$ cat config.mk
export PLATFORM = sky130hd
export DESIGN_NAME = ssm_tile_scheduler_flat
export DESIGN_NICKNAME = d
export VERILOG_FILES = /design/src/rtl/ssm_pkg.sv /design/src/rtl/ssm_tile_scheduler_if.sv /design/src/rtl/tile_index_counter.sv /design/src/rtl/ssm_tile_scheduler.sv /design/src/flat_wrapper.sv
export SDC_FILE = /design/constraint.sdc
export NUM_CORES = 1
export LEC_CHECK = 0
export ABC_CLOCK_PERIOD_IN_PS = 1100
export CAP_MARGIN = 10
export CORE_AREA = 2 2 39 41
export DETAILED_ROUTE_END_ITERATION = 10
export DIE_AREA = 0 0 41 43
export PLACE_DENSITY = 0.69
export SETUP_SLACK_MARGIN = 0.02
export SYNTH_ARGS = -nofsm -noshare
export SYNTH_HDL_FRONTEND = slang
export SYNTH_SLANG_ARGS = --single-unit
$ cat constraint.sdc
create_clock -name clk -period 1.1 [get_ports clk]
set_input_delay 0.165 -clock clk [delete_from_list [all_inputs] [get_ports clk]]
set_output_delay 0.165 -clock clk [all_outputs]
set_load 0.02 [all_outputs]
$ cat src/rtl/ssm_pkg.sv
// Shared FSM encoding and elaboration helpers for the SSM tile scheduler.
package ssm_pkg;

  typedef enum logic [2:0] {
    S_IDLE  = 3'd0,
    S_LOAD  = 3'd1,
    S_RUN   = 3'd2,
    S_WAIT  = 3'd3,
    S_STORE = 3'd4,
    S_DONE  = 3'd5
  } state_t;

  // Index width with a floor of one bit so degenerate single-tile axes still get a register.
  function automatic int f_wid(input int n);
    return (n > 1) ? $clog2(n) : 1;
  endfunction

  function automatic bit f_div_ok(input int n, input int t);
    return (t > 0) && ((n % t) == 0);
  endfunction

  function automatic int f_ntiles(input int n, input int t);
    return n / t;
  endfunction

endpackage

$ cat src/rtl/ssm_tile_scheduler_if.sv
// Handshake bundle between the tile scheduler and its loader/core/write-back neighbours.
interface ssm_tile_scheduler_if #(
  parameter int HW = 5,
  parameter int PW = 6,
  parameter int TW = 1
);
  logic          start;
  logic          done;
  logic          busy;
  logic          ld_req;
  logic          ld_ack;
  logic          core_start;
  logic          core_done;
  logic          wb_valid;
  logic          wb_ready;
  logic [HW-1:0] tile_h_base;
  logic [PW-1:0] tile_p_base;
  logic [TW-1:0] tile_cnt;

  modport master (
    input  start, ld_ack, core_done, wb_ready,
    output done, busy, ld_req, core_start, wb_valid, tile_h_base, tile_p_base, tile_cnt
  );

  modport slave (
    output start, ld_ack, core_done, wb_ready,
    input  done, busy, ld_req, core_start, wb_valid, tile_h_base, tile_p_base, tile_cnt
  );
endinterface

$ cat src/rtl/tile_index_counter.sv
// Nested head/channel tile counter, channel innermost; bases are index times a constant tile size.
module tile_index_counter import ssm_pkg::*; #(
  parameter int H_TILE = 24,
  parameter int P_TILE = 64,
  parameter int NH_T   = 1,
  parameter int NP_T   = 1,
  parameter int HW     = 5,
  parameter int PW     = 6,
  parameter int HIW    = f_wid(NH_T),
  parameter int PIW    = f_wid(NP_T)
) (
  input  logic          clk,
  input  logic          rst,
  input  logic          i_clr,
  input  logic          i_adv,
  output logic          o_last,
  output logic [HW-1:0] o_h_base,
  output logic [PW-1:0] o_p_base
);

  logic [HIW-1:0] r_h_idx;
  logic [PIW-1:0] r_p_idx;
  logic           w_p_wrap;

  assign w_p_wrap = (r_p_idx == PIW'(NP_T - 1));
  assign o_last   = w_p_wrap && (r_h_idx == HIW'(NH_T - 1));

  always_ff @(posedge clk) begin
    if (rst || i_clr) begin
      r_h_idx <= '0;
      r_p_idx <= '0;
    end else if (i_adv) begin
      if (w_p_wrap) begin
        r_p_idx <= '0;
        r_h_idx <= r_h_idx + HIW'(1);
      end else begin
        r_p_idx <= r_p_idx + PIW'(1);
      end
    end
  end

  assign o_h_base = HW'(32'(r_h_idx) * H_TILE);
  assign o_p_base = PW'(32'(r_p_idx) * P_TILE);

endmodule

$ cat src/rtl/ssm_tile_scheduler.sv
// Walks every (head, channel) tile of one SSM step through load -> compute -> write-back,
// one tile in flight; all outputs come from registers or a decode of the state register.
module ssm_tile_scheduler import ssm_pkg::*; #(
  parameter int H      = 24,
  parameter int P      = 64,
  parameter int H_tile = 24,
  parameter int P_tile = 64,
  parameter int HW     = f_wid(H),
  parameter int PW     = f_wid(P),
  parameter int TW     = $clog2((H / H_tile) * (P / P_tile) + 1)
) (
  input  logic                  clk,
  input  logic                  rst,
  ssm_tile_scheduler_if.master  sched_if
);

  localparam int NH_T = f_ntiles(H, H_tile);
  localparam int NP_T = f_ntiles(P, P_tile);

  if (!f_div_ok(H, H_tile)) begin : g_chk_h
    $error("H must be a multiple of H_tile");
  end
  if (!f_div_ok(P, P_tile)) begin : g_chk_p
    $error("P must be a multiple of P_tile");
  end

  state_t        r_state;
  state_t        w_state_nxt;
  logic          w_clr;
  logic          w_adv;
  logic          w_accept;
  logic          w_last;
  logic [HW-1:0] w_h_base;
  logic [PW-1:0] w_p_base;
  logic [TW-1:0] r_tile_cnt;

  always_ff @(posedge clk) begin
    if (rst) r_state <= S_IDLE;
    else     r_state <= w_state_nxt;
  end

  always_comb begin
    w_state_nxt = r_state;
    w_clr       = 1'b0;
    w_adv       = 1'b0;
    w_accept    = 1'b0;
    case (r_state)
      S_IDLE: begin
        if (sched_if.start) begin
          w_clr       = 1'b1;
          w_state_nxt = S_LOAD;
        end
      end
      S_LOAD:  if (sched_if.ld_ack) w_state_nxt = S_RUN;
      S_RUN:   w_state_nxt = S_WAIT;
      S_WAIT:  if (sched_if.core_done) w_state_nxt = S_STORE;
      S_STORE: begin
        if (sched_if.wb_ready) begin
          w_accept = 1'b1;
          if (w_last) begin
            w_state_nxt = S_DONE;
          end else begin
            w_adv       = 1'b1;
            w_state_nxt = S_LOAD;
          end
        end
      end
      S_DONE:  w_state_nxt = S_IDLE;
      default: w_state_nxt = S_IDLE;
    endcase
  end

  // Indices only move on the STORE->LOAD hop, so bases hold for a whole tile.
  tile_index_counter #(
    .H_TILE (H_tile),
    .P_TILE (P_tile),
    .NH_T   (NH_T),
    .NP_T   (NP_T),
    .HW     (HW),
    .PW     (PW)
  ) u_idx (
    .clk      (clk),
    .rst      (rst),
    .i_clr    (w_clr),
    .i_adv    (w_adv),
    .o_last   (w_last),
    .o_h_base (w_h_base),
    .o_p_base (w_p_base)
  );

  always_ff @(posedge clk) begin
    if (rst || w_clr)  r_tile_cnt <= '0;
    else if (w_accept) r_tile_cnt <= r_tile_cnt + TW'(1);
  end

  assign sched_if.busy        = (r_state != S_IDLE);
  assign sched_if.ld_req      = (r_state == S_LOAD);
  assign sched_if.core_start  = (r_state == S_RUN);
  assign sched_if.wb_valid    = (r_state == S_STORE);
  assign sched_if.done        = (r_state == S_DONE);
  assign sched_if.tile_h_base = w_h_base;
  assign sched_if.tile_p_base = w_p_base;
  assign sched_if.tile_cnt    = r_tile_cnt;

endmodule

$ cat src/flat_wrapper.sv
// flat-port wrapper written by rule: the top's interface ports become plain ports
module ssm_tile_scheduler_flat import ssm_pkg::*;
#(
  parameter int H      = 24,
  parameter int P      = 64,
  parameter int H_tile = 24,
  parameter int P_tile = 64,
  parameter int HW     = f_wid(H),
  parameter int PW     = f_wid(P),
  parameter int TW     = $clog2((H / H_tile) * (P / P_tile) + 1)
)
  (clk, rst, sched_if_start, sched_if_ld_ack, sched_if_core_done, sched_if_wb_ready, sched_if_done, sched_if_busy, sched_if_ld_req, sched_if_core_start, sched_if_wb_valid, sched_if_tile_h_base, sched_if_tile_p_base, sched_if_tile_cnt);
  ssm_tile_scheduler_if #(.HW(HW), .PW(PW), .TW(TW)) sched_if_i ();
  input  logic clk;
  input  logic rst;
  input wire logic [$bits(sched_if_i.start)-1:0] sched_if_start;
  input wire logic [$bits(sched_if_i.ld_ack)-1:0] sched_if_ld_ack;
  input wire logic [$bits(sched_if_i.core_done)-1:0] sched_if_core_done;
  input wire logic [$bits(sched_if_i.wb_ready)-1:0] sched_if_wb_ready;
  output wire logic [$bits(sched_if_i.done)-1:0] sched_if_done;
  output wire logic [$bits(sched_if_i.busy)-1:0] sched_if_busy;
  output wire logic [$bits(sched_if_i.ld_req)-1:0] sched_if_ld_req;
  output wire logic [$bits(sched_if_i.core_start)-1:0] sched_if_core_start;
  output wire logic [$bits(sched_if_i.wb_valid)-1:0] sched_if_wb_valid;
  output wire logic [$bits(sched_if_i.tile_h_base)-1:0] sched_if_tile_h_base;
  output wire logic [$bits(sched_if_i.tile_p_base)-1:0] sched_if_tile_p_base;
  output wire logic [$bits(sched_if_i.tile_cnt)-1:0] sched_if_tile_cnt;
  assign sched_if_i.start = sched_if_start;
  assign sched_if_i.ld_ack = sched_if_ld_ack;
  assign sched_if_i.core_done = sched_if_core_done;
  assign sched_if_i.wb_ready = sched_if_wb_ready;
  assign sched_if_done = sched_if_i.done;
  assign sched_if_busy = sched_if_i.busy;
  assign sched_if_ld_req = sched_if_i.ld_req;
  assign sched_if_core_start = sched_if_i.core_start;
  assign sched_if_wb_valid = sched_if_i.wb_valid;
  assign sched_if_tile_h_base = sched_if_i.tile_h_base;
  assign sched_if_tile_p_base = sched_if_i.tile_p_base;
  assign sched_if_tile_cnt = sched_if_i.tile_cnt;
  ssm_tile_scheduler #(.H(H), .P(P), .H_tile(H_tile), .P_tile(P_tile), .HW(HW), .PW(PW), .TW(TW)) u_core (.clk(clk), .rst(rst), .sched_if(sched_if_i));
endmodule
==> qor.csv, run 1 <==
metric,value,unit
status,"complete, but fails checks",
violations,setup timing,
clockBufferDepth,2,
cts_tree,yes,
initial_core_util,29.5,%
nets,89,
drt_iter0_markers,8,
drt-vias-per-instance,4.52,
final.period_utilization,122,%
drc,0,
clk_pin_slew,0.04,ns
hold_viol_final,0,
die_y,43,um
io_pins,23,
endpoint_kind,flop,
drv_slew,0,
setup_viol,9,
min_period,1.34,ns
grt_pass1_vias,378,
die_area,1760,sq um
fin_skew,0.000189,ns
cts.sinks,5,
post_drt_wl_per_cell,12.3,um
cp.required,1.28,ns
rsz0062_at_grt,true,
grt_pass1_wl,1.64,mm
syn_inst,53,
n_fill_cell,133,
routabilityCongestion,0.825,
final_area,776,sq um
power_density,1080,nW/um^2
grt_max_degree,9,
antennaDiodeCount,0,
layout_setup_ws,-0.242,ns
grt_antenna_before_repair,0,
vias,443,
crit_type,reg -> reg,
peakVddDrop,631,uV
die_w,41,um
ant_nets,0,
root_buffer,clkbuf_4,
drive_above_1_share,56.1,%
area_delta_synth_final,90.2,%
track_usage,13.7,%
io_buffers,13,
place_hpwl,665,um
layout.cells.non_filler,98,
startpoint_type,flop,
cts_buffers,3,
ys_warn_count,0,
syn_avg_cell_area,7.70,sq um
dp_cells,86,
grt_overflow,0,
ys_seq_area_share,24.5,%
path_max_fanout,6,
drt-total-wl,1.20,mm
syn-cell-area,408,sq um
critPathArrivalTime,1.53,ns
core_area,1380,sq um
ys_ff_latch,5,
yosys.cell_types.count,25,
dr.pass1.iters,5,
holdWs,0.518,ns
insertion_delay,0.24,ns
p_leak,0.338,nW
std_cell_rows,14,
timing.fmax,0.745,GHz
fin_total_pwr,0.840,mW
dpl-instance-area,584,sq um
htreeDepth,1,
maxCapViolCount,0,
hold_class,reg -> reg,
==> critical path, cell delays in order (launching register included) <==
cell and delay, ns:
dfxtp_4 0.35, buf_6 0.12, or4b_4 0.52, a21oi_2 0.14, mux2_4 0.15
==> logic make-up (layout without fill, tap and decap cells) <==
kind of cell    count (synthesis)  count (layout)  synth area share (%)
compound gates                  8               8                  13.2
flops                           5               5                  24.5
other cells                     1               9                 0.919
mux                             2               2                  5.21
buf+inv                        15              36                  24.8
simple gates                   22              22                  31.3
==> path summary, 6_finish.rpt <==
| check | from | to | slack (ns) | cells after the start |
|---|---|---|---|---|
| max | u_core.r_state[1] | u_core.r_state[2] | -0.24 | 4 |
| min | u_core.u_idx.r_h_idx | u_core.u_idx.r_h_idx | 0.52 | 1 |
| max reg2reg | u_core.r_state[1] | u_core.r_state[2] | -0.24 | 4 |
| min reg2reg | u_core.u_idx.r_h_idx | u_core.u_idx.r_h_idx | 0.52 | 1 |
==> sequential cells by signal, summed over array words and instances, names as in the netlist <==
name and count:
u_core.r_state 3, u_core.sched_if.tile_cnt 1, u_core.u_idx.r_h_idx 1
==> layout make-up <==
class / count / area [sq um] / share of cell area (%)
Clock buffer: 4 / 26.3 / 3.39
Timing Repair Buffer: 31 / 289 / 37.3
Tap cell: 16 / 20.0 / 2.58
Sequential cell: 5 / 111 / 14.4
Inverter: 1 / 3.75 / 0.484
Multi-Input combinational cell: 41 / 325 / 41.9
==> per-stage QoR <==
step / setup TNS, ns / utilization [%] / setup slack (ns)
after detailed placement: -2.34 / 42.2 / -0.320
after global placement: -2.20 / 42.2 / -0.319
final: -1.25 / 56.1 / -0.242
after global routing: -1.68 / 56.1 / -0.290
after floorplan: -0.00313 / - / -0.00313
after CTS: -0.989 / 46.7 / -0.230
==> report_power, final <==
group          leakage (nW)  switching [mW]  internal [mW]
clock                0.0150          0.0790          0.137
combinational         0.280           0.194          0.219
sequential           0.0428          0.0162          0.194
total                 0.338           0.290          0.550
==> routing by layer <==
metal	GRT usage [%]	vias to the layer above	wire [um]
met5	0	-	0
met4	10.0	0	3
met3	3.66	2	63
met2	16.9	17	650
met1	19.3	202	485
li1	-	222	-
==> what timing repair did <==
action                     in CTS  in global routing
resized for setup              41                 21
gates cloned                    0                  0
hold buffers                    0                  0
pin swaps                       3                  7
setup endpoints to repair      13                 11
setup buffers                   2                  6
==> layout by cell type (no fill, tap or decap), drive strengths merged <==
| cell type | synthesis | layout |
|---|---|---|
| clkdlybuf4s15 | 0 | 3 |
| a2bb2oi | 1 | 1 |
| a21oi | 2 | 2 |
| conb | 1 | 9 |
| o21ai | 2 | 2 |
| mux2 | 1 | 1 |
| dfxtp | 5 | 5 |
| o31ai | 1 | 1 |
| nand2 | 2 | 2 |
| nor2 | 4 | 4 |
| nand3 | 1 | 1 |
| buf | 14 | 23 |
| nor3b | 2 | 2 |
| and2 | 1 | 1 |
| nor4b | 1 | 1 |
| clkbuf | 0 | 4 |
| a32oi | 1 | 1 |
| or4b | 1 | 1 |
| mux2i | 1 | 1 |
| nand3b | 1 | 1 |
| clkdlybuf4s50 | 0 | 5 |
| o2bb2ai | 1 | 1 |
| or3 | 1 | 1 |
| nor2b | 3 | 3 |
| inv | 1 | 1 |
| nand2b | 2 | 2 |
| nor3 | 3 | 3 |
==> cell usage after synthesis <==
library cell / count / share of area [%]
a21oi_1: 2 / 2.5
a2bb2oi_1: 1 / 2.1
a32oi_1: 1 / 2.1
and2_1: 1 / 1.5
buf_2: 3 / 3.7
buf_4: 11 / 20
conb_1: 1 / 0.92
dfxtp_1: 5 / 25
inv_2: 1 / 0.92
mux2_1: 1 / 2.8
mux2i_1: 1 / 2.5
nand2_1: 2 / 1.8
nand2b_1: 2 / 3.1
nand3_1: 1 / 1.2
nand3b_1: 1 / 1.8
nor2_1: 4 / 3.7
nor2b_1: 3 / 4.6
nor3_1: 3 / 3.7
nor3b_1: 2 / 3.7
nor4b_1: 1 / 2.1
o21ai_1: 2 / 2.5
o2bb2ai_1: 1 / 2.1
o31ai_1: 1 / 1.8
or3_1: 1 / 1.5
or4b_1: 1 / 2.5
Note: power is estimated with default switching activity, not from simulation.
==> run 2: changes to the inputs <==
--- a/config.mk
+++ b/config.mk
@@ -10,7 +10,7 @@
 export CORE_AREA = 2 2 39 41
 export DETAILED_ROUTE_END_ITERATION = 10
 export DIE_AREA = 0 0 41 43
-export PLACE_DENSITY = 0.69
+export PLACE_DENSITY = 0.7
 export SETUP_SLACK_MARGIN = 0.02
 export SYNTH_ARGS = -nofsm -noshare
 export SYNTH_HDL_FRONTEND = slang
==> qor.csv, run 2 (synthesized netlist as in run 1, its figures left out) <==
metric,value,unit
violations,setup timing,
clockBufferDepth,2,
rsz0062_at_grt,true,
hold_viol_final,0,
cp_slowest_cell,or4b_4,
cts_buffers,3,
crit_type,reg -> reg,
timing.fmax,0.761,GHz
startpoint_type,flop,
die_w,41,um
largest_reg_flops,3,
peakVddDrop,521,uV
cts.sinks,5,
grt_overflow,0,
drv_slew,0,
grt_pass1_wl,1.63,mm
dp_worst_setup_slack,-0.349,ns
multiInputGateArea,334,sq um
place_hpwl,664,um
drive_above_1_share,57.1,%
setup_viol,9,
ant_nets,0,
io_pins,23,
die_y,43,um
io_buffers,13,
critPathArrivalTime,1.50,ns
clk_pin_slew,0.04,ns
grt_antenna_before_repair,0,
drt-vias-per-instance,4.66,
insertion_delay,0.24,ns
track_usage,14.0,%
die_area,1760,sq um
initial_core_util,29.5,%
endpoint_kind,flop,
drt-total-wl,1.07,mm
area_delta_synth_final,83.1,%
n_fill_cell,131,
layout_setup_ws,-0.215,ns
final_area,747,sq um
hold_class,reg -> reg,
core_area,1380,sq um
path_max_fanout,4,
dpl-instance-area,569,sq um
critical-path-top-delay-family,simple AND/OR/NAND/NOR gates,
dr.pass1.iters,2,
drc,0,
vias,433,
layout_common_cells,"buf_6 (10), conb_1 (9), buf_4 (8), clkdlybuf4s50_1 (5)",
grt_max_degree,8,
std_cell_rows,14,
power_density,1060,nW/um^2
htreeDepth,1,
fin_skew,0.000704,ns
critical_path_buf_inv_count,1,
min_period,1.31,ns
drt_iter0_markers,7,
ctsHoldBuffers,0,
status,"complete, but fails checks",
top_register,u_core.r_state,
antennaDiodeCount,0,
final_common_cell,buf_6,
cts_tree,yes,
seqCellArea,113,sq um
path_cells,buf_6 -> or4b_4 -> a21oi_2 -> mux2_4,
maxCapViolCount,0,
root_buffer,clkbuf_4,
p_leak,0.314,nW
grt_pass1_vias,392,
nets,84,
post_drt_wl_per_cell,11.5,um
cp.required,1.28,ns
slowest_delay,0.52,ns
final.period_utilization,120,%
routabilityCongestion,0.811,
run 2: routing by layer:
| layer | track usage (%) | wire length [um] |
|---|---|---|
| met4 | 12.0 | 0 |
| met5 | 0 | 0 |
| met2 | 19.7 | 579 |
| met1 | 17.0 | 444 |
| met3 | 3.14 | 46 |
run 2: worst paths after layout:
| check | slack (ns) | to | start | cells after the start |
|---|---|---|---|---|
| min reg2reg | 0.47 | u_core.r_state[1] | u_core.r_state[2] | 1 |
| max | -0.21 | u_core.r_state[2] | u_core.r_state[0] | 4 |
| max reg2reg | -0.21 | u_core.r_state[2] | u_core.r_state[0] | 4 |
| min | 0.47 | u_core.r_state[1] | u_core.r_state[2] | 1 |
run 2: where the power goes:
group | internal, mW | total (mW) | switching (mW)
Sequential | 0.194 | 0.209 | 0.0151
Combinational | 0.190 | 0.371 | 0.181
Clock | 0.137 | 0.216 | 0.0783
run 2: area by class of cell:
class	instances	area share (%)
Clock buffer	4	3.52
Inverter	1	0.503
Tap cell	16	2.68
Sequential cell	5	15.1
Timing Repair Buffer	26	33.5
Multi-Input combinational cell	41	44.7
run 2: per-stage QoR:
step | setup TNS (ns) | instances | power, mW | util (%) | hold WS (ns)
floorplan | -0.00313 | 61 | 0.392 | - | 0.234
global placement | -2.30 | 84 | 0.466 | 41.1 | 0.480
detailed placement | -2.46 | 84 | 0.469 | 41.1 | 0.494
CTS | -1.16 | 92 | 0.757 | 49.5 | 0.473
global route | -1.52 | 93 | 0.839 | 54.0 | 0.482
finish | -1.10 | 93 | 0.795 | 54.0 | 0.475
run 2: repair_timing:
item	CTS	global route
setup endpoints to repair	12	10
pin swaps	7	2
endpoints found under the hold margin	0	0
gates cloned	0	0
gates resized for setup	53	13
buffers inserted	4	1
run 2: worst reg2reg max path: stages, from the launching register on:
cell and delay (ns):
dfxtp_4 0.35, buf_6 0.12, or4b_4 0.52, a21oi_2 0.13, mux2_4 0.14
==> run 3: changes to the inputs <==
--- a/config.mk
+++ b/config.mk
@@ -6,7 +6,6 @@
 export NUM_CORES = 1
 export LEC_CHECK = 0
 export ABC_CLOCK_PERIOD_IN_PS = 1100
-export CAP_MARGIN = 10
 export CORE_AREA = 2 2 39 41
 export DETAILED_ROUTE_END_ITERATION = 10
 export DIE_AREA = 0 0 41 43
==> results of run 3 <==
Final layout, timing and power as in run 2 (identical DEF).
